`src/rtl/ps2_keypad_decoder.sv`:
```
// PS/2 keypad scan-code decoder: turns make/break byte sequences into digit events queued in a FIFO.
// Optional macro KP_RELEASE_EVENT_EN also queues release events, flagged by key_release.
module ps2_keypad_decoder #(
   parameter int unsigned FIFO_DEPTH = 4
) (
   input  logic       ck,
   input  logic       reset,
   input  logic [7:0] ps2_key_code,
   input  logic       key_ready,
   output logic       key_valid,
   output logic [3:0] key_digit,
   output logic       key_release,
   output logic       key_down,
   output logic [3:0] held_digit,
   output logic       overflow
);

   // Scan-code values shared with PS2_Keyboard (keycodes.vh).
   localparam logic [7:0] KP_0            = 8'h70;
   localparam logic [7:0] KP_1            = 8'h69;
   localparam logic [7:0] KP_2            = 8'h72;
   localparam logic [7:0] KP_3            = 8'h7A;
   localparam logic [7:0] KP_4            = 8'h6B;
   localparam logic [7:0] KP_5            = 8'h73;
   localparam logic [7:0] KP_6            = 8'h74;
   localparam logic [7:0] KP_7            = 8'h6C;
   localparam logic [7:0] KP_8            = 8'h75;
   localparam logic [7:0] KP_9            = 8'h7D;
   localparam logic [7:0] KP_KEY_RELEASED = 8'hF0;
   localparam logic [7:0] KP_INVALID      = 8'hFF;

`ifdef KP_RELEASE_EVENT_EN
   localparam int unsigned EW = 5;
`else
   localparam int unsigned EW = 4;
`endif

   localparam int unsigned AW = $clog2(FIFO_DEPTH);
   localparam int unsigned PW = AW + 1;
   localparam logic [PW-1:0] PTR_ONE = PW'(1);

   if (FIFO_DEPTH < 2 || (FIFO_DEPTH & (FIFO_DEPTH - 1)) != 0) begin : g_bad_depth
      $error("FIFO_DEPTH must be a power of 2 and at least 2");
   end

   typedef enum logic {
      S_IDLE,
      S_BREAK
   } state_t;

   // ------------------------------------------------------------------
   // Input stage: the source holds each byte as a level, so a change of
   // value is the only sign that a new byte arrived.
   // ------------------------------------------------------------------
   logic [7:0] code_r;
   logic [7:0] code_prev;
   logic       byte_event;

   always_ff @(posedge ck) begin
      if (reset) begin
         code_r    <= '0;
         code_prev <= '0;
      end else begin
         code_r    <= ps2_key_code;
         code_prev <= code_r;
      end
   end

   assign byte_event = (code_r != code_prev);

   logic       code_is_digit;
   logic [3:0] code_digit;

   always_comb begin
      code_is_digit = 1'b1;
      code_digit    = '0;
      case (code_r)
         KP_0:    code_digit = 4'd0;
         KP_1:    code_digit = 4'd1;
         KP_2:    code_digit = 4'd2;
         KP_3:    code_digit = 4'd3;
         KP_4:    code_digit = 4'd4;
         KP_5:    code_digit = 4'd5;
         KP_6:    code_digit = 4'd6;
         KP_7:    code_digit = 4'd7;
         KP_8:    code_digit = 4'd8;
         KP_9:    code_digit = 4'd9;
         default: code_is_digit = 1'b0;
      endcase
   end

   // ------------------------------------------------------------------
   // Make/break FSM
   // ------------------------------------------------------------------
   state_t          state;
   state_t          state_next;
   logic            key_down_r;
   logic            key_down_next;
   logic [3:0]      held_r;
   logic [3:0]      held_next;
   logic            push;
   logic [EW-1:0]   push_entry;

   always_ff @(posedge ck) begin
      if (reset) begin
         state      <= S_IDLE;
         key_down_r <= 1'b0;
         held_r     <= '0;
      end else begin
         state      <= state_next;
         key_down_r <= key_down_next;
         held_r     <= held_next;
      end
   end

   always_comb begin
      state_next    = state;
      key_down_next = key_down_r;
      held_next     = held_r;
      push          = 1'b0;
      push_entry    = '0;
      if (byte_event) begin
         case (state)
            S_IDLE: begin
               if (code_is_digit) begin
                  push          = 1'b1;
`ifdef KP_RELEASE_EVENT_EN
                  push_entry    = {1'b0, code_digit};
`else
                  push_entry    = code_digit;
`endif
                  key_down_next = 1'b1;
                  held_next     = code_digit;
               end else if (code_r == KP_KEY_RELEASED) begin
                  state_next = S_BREAK;
               end
            end
            S_BREAK: begin
               if (code_is_digit) begin
                  // Only the key actually held is released; a stale break is ignored.
                  if (key_down_r && (code_digit == held_r)) begin
                     key_down_next = 1'b0;
                  end
`ifdef KP_RELEASE_EVENT_EN
                  push       = 1'b1;
                  push_entry = {1'b1, code_digit};
`endif
                  state_next = S_IDLE;
               end else if (code_r != KP_KEY_RELEASED) begin
                  state_next = S_IDLE;
               end
            end
            default: state_next = S_IDLE;
         endcase
      end
   end

   assign key_down   = key_down_r;
   assign held_digit = held_r;

   // ------------------------------------------------------------------
   // Event FIFO: pointers carry one extra wrap bit to tell full from empty.
   // ------------------------------------------------------------------
   logic [EW-1:0] mem [FIFO_DEPTH];
   logic [PW-1:0] wr_ptr;
   logic [PW-1:0] rd_ptr;
   logic          fifo_empty;
   logic          fifo_full;
   logic          pop;
   logic          wr_en;
   logic          drop;
   logic          overflow_r;
   logic [EW-1:0] head;

   assign fifo_empty = (wr_ptr == rd_ptr);
   assign fifo_full  = (wr_ptr[AW] != rd_ptr[AW]) && (wr_ptr[AW-1:0] == rd_ptr[AW-1:0]);
   assign pop        = !fifo_empty && key_ready;
   // A full FIFO still accepts a push when the head leaves on the same edge.
   assign wr_en      = push && (!fifo_full || pop);
   assign drop       = push && fifo_full && !pop;

   always_ff @(posedge ck) begin
      if (reset) begin
         wr_ptr     <= '0;
         rd_ptr     <= '0;
         overflow_r <= 1'b0;
      end else begin
         if (wr_en) begin
            wr_ptr <= wr_ptr + PTR_ONE;
         end
         if (pop) begin
            rd_ptr <= rd_ptr + PTR_ONE;
         end
         if (drop) begin
            overflow_r <= 1'b1;
         end
      end
   end

   always_ff @(posedge ck) begin
      if (!reset && wr_en) begin
         mem[wr_ptr[AW-1:0]] <= push_entry;
      end
   end

   assign head      = mem[rd_ptr[AW-1:0]];
   assign key_valid = !fifo_empty;
   assign key_digit = fifo_empty ? 4'd0 : head[3:0];
   assign overflow  = overflow_r;

`ifdef KP_RELEASE_EVENT_EN
   assign key_release = fifo_empty ? 1'b0 : head[4];
`else
   assign key_release = 1'b0;
`endif

endmodule
```
`config.mk`:
```
export PLATFORM = sky130hd
export DESIGN_NAME = ps2_keypad_decoder
export DESIGN_NICKNAME = d
export VERILOG_FILES = /design/src/rtl/ps2_keypad_decoder.sv
export SDC_FILE = /design/constraint.sdc
export NUM_CORES = 1
export LEC_CHECK = 0
export CAP_MARGIN = 20
export CORE_MARGIN = 5
export CORE_UTILIZATION = 43
export DETAILED_ROUTE_END_ITERATION = 16
export DONT_BUFFER_PORTS = 1
export GPL_TIMING_DRIVEN = 0
export PLACE_DENSITY = 0.55
export SLEW_MARGIN = 10
export SYNTH_ARGS = -nofsm -noshare
export SYNTH_HDL_FRONTEND = slang
export SYNTH_SLANG_ARGS = --single-unit
```
`constraint.sdc`:
```
create_clock -name ck -period 2.95 [get_ports ck]
set_clock_uncertainty 0.05 [all_clocks]
set_input_delay 0 -clock ck [delete_from_list [all_inputs] [get_ports ck]]
set_output_delay 0 -clock ck [all_outputs]
set_load 0.005 [all_outputs]
```
==> flow_metrics.env <==
export IMPL_min_period_over_period_pct=84.41
export IMPL_rsz_0062_raised_after_global_routing="false"
export IMPL_async_reset_ff_share_pct=0
export IMPL_post_route_cells_drive_above_1_share_pct=11.06
export IMPL_floorplan_core_area_sq_um=4786
export IMPL_commonest_cells_after_routing_fill_and_taps_aside="31 x sky130_fd_sc_hd__dfxtp_1, 19 x sky130_fd_sc_hd__nor2_1, 16 x sky130_fd_sc_hd__edfxtp_1, 14 x sky130_fd_sc_hd__nor2b_1, 12 x sky130_fd_sc_hd__xor2_1"
export IMPL_floorplan_initialDensity_pct=45.02
export IMPL_hold_path_sink="mem[2][2]$_DFFE_PP_"
export IMPL_grt_met1_usage_pct=16.67
export IMPL_worstHoldStart="reset"
export IMPL_die_h_um=80.79
export IMPL_run_status="completed"
export IMPL_slew_viol_final=0
export IMPL_worst_hold_path_num_cells=2
export IMPL_cp_slowest_stage_delay_ps=380
export IMPL_drtIter0Drc=65
export IMPL_gr_total_overflow=0
export IMPL_timing_worst_setup_path_type="reg2reg"
export IMPL_final_area_sq_um=2430
export IMPL_cts_inserted_buffers=5
export IMPL_fmaxAchievable_mhz=401.6
export IMPL_htree_levels=2
export IMPL_netlist_cell_type_count=44
export IMPL_synth_warnings=0
export IMPL_final_antenna_net_count=0
export IMPL_synthDominantCellAreaShare_pct=28.80
export IMPL_detailed_place_area_sq_um=2238
export IMPL_floorplan_io_pins=23
export IMPL_pleak_nw=0.9103
export IMPL_post_detailed_placement_half_perimeter_wirelength_um=2971
export IMPL_drv_cap=0
export IMPL_worst_r2r_cell_count=8
export IMPL_layout_min_cycle_time_ps=2490
export IMPL_worst_ep_required_time_ps=2860
export IMPL_tritoncts="done"
export IMPL_wirelength_um=4001
export IMPL_fin_cells=284
export IMPL_yosysTopAreaCell="sky130_fd_sc_hd__dfxtp_1"
export IMPL_crit_path_start_kind="flip-flop"
export IMPL_antenna_diode_count=0
export IMPL_placed_cells_incl_taps=265
export IMPL_sequential_cell_area_sq_um=1101
export IMPL_clock_root_buffer="sky130_fd_sc_hd__clkbuf_8"
export IMPL_die_area_sq_um=6526
export IMPL_route_detailed_wl_per_inst_um=14.09
export IMPL_regToRegSetupSlack_ps=460
export IMPL_global_route_peak_usage_layer="met2"
export IMPL_clk_pin_slew_ps=80
export IMPL_synth_area_top_cells="sky130_fd_sc_hd__dfxtp_1 29%, sky130_fd_sc_hd__edfxtp_1 22%, sky130_fd_sc_hd__xor2_1 4.9%"
export IMPL_hold_path_class="in2reg"
export IMPL_cp_num_buf_inv=2
export IMPL_path_delay_family="simple AND/OR/NAND/NOR gates"
export IMPL_setup_violations_final=0
export IMPL_total_power_mw=1.130
export IMPL_synth_sequential_area_ratio_pct=51.10
export IMPL_clockBufferDepth=2
export IMPL_grt_start_max_net_pins=15
export IMPL_r2r_end="mem[3][3]$_DFFE_PP_"
export IMPL_first_pass_iters=4
export IMPL_power_density_nw_per_um2=464.9
export IMPL_synthToLayoutAreaGrowth_pct=12.78
export IMPL_max_slew_margin_vs_limit_pct=30.61
export IMPL_cts_post_setup_buffers_inserted=0
export IMPL_use_met2_pct=22.93
export IMPL_die_width_um=80.79
export IMPL_global_route_usage_met3_pct=3.880
export IMPL_first_global_vias=1388
export IMPL_postSynthAreaPerCell_sq_um=10.88
export IMPL_worstPathMaxFanout=10
export IMPL_port_buffers=0
export IMPL_clock_sinks=47
export IMPL_globalRouteTotalUtil_pct=13.60
export IMPL_layout_filler_cell_count=420
export IMPL_slowest_stage_cell_on_the_critical_path="sky130_fd_sc_hd__or3_4"
export IMPL_post_synth_inst_count=198
export IMPL_finalCoreUtilization_pct=50.77
export IMPL_multi_input_comb_area_sq_um=915.9
export IMPL_peakVddDrop_uv=310.3
export IMPL_synthesis_nets=214
export IMPL_detail_route_drc_violations=0
export IMPL_worstPathCellList="clkbuf_8 -> xor2_1 -> nor4_1 -> a21oi_1 -> nand3_2 -> buf_6 -> or3_4 -> nor2_1"
export IMPL_synth_area_sq_um=2155
export IMPL_grt_pass1_wl_um=6637
export IMPL_vias=1421
export IMPL_arrival_ps=2400
export IMPL_num_rows=25
export IMPL_final_net_count=232
export IMPL_synth_register_bits=47
export IMPL_edff_count_synth=16
export IMPL_via_per_inst=5.004
export IMPL_worst_skew_pair_late_latency_ps=290
export IMPL_setup_worst_path_end_class="flip-flop"
export IMPL_mostFrequentLayoutCell="sky130_fd_sc_hd__dfxtp_1"
export IMPL_routabilityCongestion=0.8718
export IMPL_totalNegativeSetupSlack_ps=0
export IMPL_timing_worst_slew_pin_value_ps=1031
export IMPL_worst_r2r_startpoint="code_r[1]$_SDFF_PP0_"
export IMPL_antenna_found_initial=0
export IMPL_hold_viol_final=0
export IMPL_dominantRegCellSynth="sky130_fd_sc_hd__dfxtp_1"
## metrics by stage
stage	setup WS (ps)	hold WS [ps]
after floorplan	749.4	78.17
after global placement	419.6	79.24
after detailed placement	410.8	83.98
after CTS	401.5	38.76
after global routing	257.8	38.26
final	459.9	42.86
## worst max path at each step
stage | depth (start not counted) | start | slack (ps) | to
floorplan | 7 | code_r[2]$_SDFF_PP0_ | 750 | mem[3][0]$_DFFE_PP_
global placement | 7 | code_r[0]$_SDFF_PP0_ | 420 | mem[0][3]$_DFFE_PP_
detailed placement | 8 | code_r[1]$_SDFF_PP0_ | 410 | mem[3][1]$_DFFE_PP_
CTS | 8 | code_r[1]$_SDFF_PP0_ | 400 | mem[3][2]$_DFFE_PP_
global route | 8 | code_r[1]$_SDFF_PP0_ | 260 | mem[0][0]$_DFFE_PP_
finish | 8 | code_r[1]$_SDFF_PP0_ | 460 | mem[3][3]$_DFFE_PP_
## power by group
part | internal [mW] | leakage [nW] | switching, mW
sequential | 0.676 | 0.420 | 0.00893
combinational | 0.0419 | 0.448 | 0.0428
clock | 0.163 | 0.0426 | 0.198
## state kept, by name, indices dropped and copies added, names as in the netlist, named ones only
name / cells
state: 1
wr_ptr: 3
key_down: 1
code_r: 8
mem: 16
held_digit: 4
rd_ptr: 3
overflow: 1
code_prev: 8
## cell type report
cell class	instances	share of cell area (%)
Tap cell	67	3.450
Multi-Input combinational cell	130	37.69
Timing Repair Buffer	11	4.531
Sequential cell	47	45.31
Clock inverter	2	0.3605
Clock buffer	6	2.987
Buffer	10	3.965
Inverter	11	1.699
## routing by layer
layer  vias up  share of wire, %
li1        724                 -
met1       665                45
met2        24                49
met3         8               4.0
met4         0               1.7
met5         -                 0
## kinds of logic after synthesis
family	share of synthesized area, %
other	0.1740
multiplexers	4.646
flip-flops	51.10
XOR/XNOR	6.910
AND/OR/NAND/NOR	19.11
buffers and inverters	6.388
AO/OA/AOI/OAI	8.770
adder cells (fa/ha/maj)	2.904
## cells in the mapped netlist, types with 2 or more instances
cell type                  instances
sky130_fd_sc_hd__a211oi_1          3
sky130_fd_sc_hd__a21oi_1          10
sky130_fd_sc_hd__and2_1            5
sky130_fd_sc_hd__buf_6             6
sky130_fd_sc_hd__clkbuf_1          2
sky130_fd_sc_hd__dfxtp_1          31
sky130_fd_sc_hd__edfxtp_1         16
sky130_fd_sc_hd__ha_1              5
sky130_fd_sc_hd__inv_1            11
sky130_fd_sc_hd__mux4_2            4
sky130_fd_sc_hd__nand2_1           8
sky130_fd_sc_hd__nand2b_1          2
sky130_fd_sc_hd__nand3_1           5
sky130_fd_sc_hd__nand3b_1          3
sky130_fd_sc_hd__nor2_1           19
sky130_fd_sc_hd__nor2b_1          14
sky130_fd_sc_hd__nor3_1            2
sky130_fd_sc_hd__nor4_1            5
sky130_fd_sc_hd__o21ai_0           4
sky130_fd_sc_hd__o41ai_1           2
sky130_fd_sc_hd__or3_1             2
sky130_fd_sc_hd__or4_1             2
sky130_fd_sc_hd__xnor2_1           5
sky130_fd_sc_hd__xor2_1           12
## repair_timing
action                    4_1_cts  5_1_grt
gates resized for setup         0        0
hold buffers                   11        0
hold endpoints to repair       23        0
Note: power is estimated with default switching activity, not from simulation.
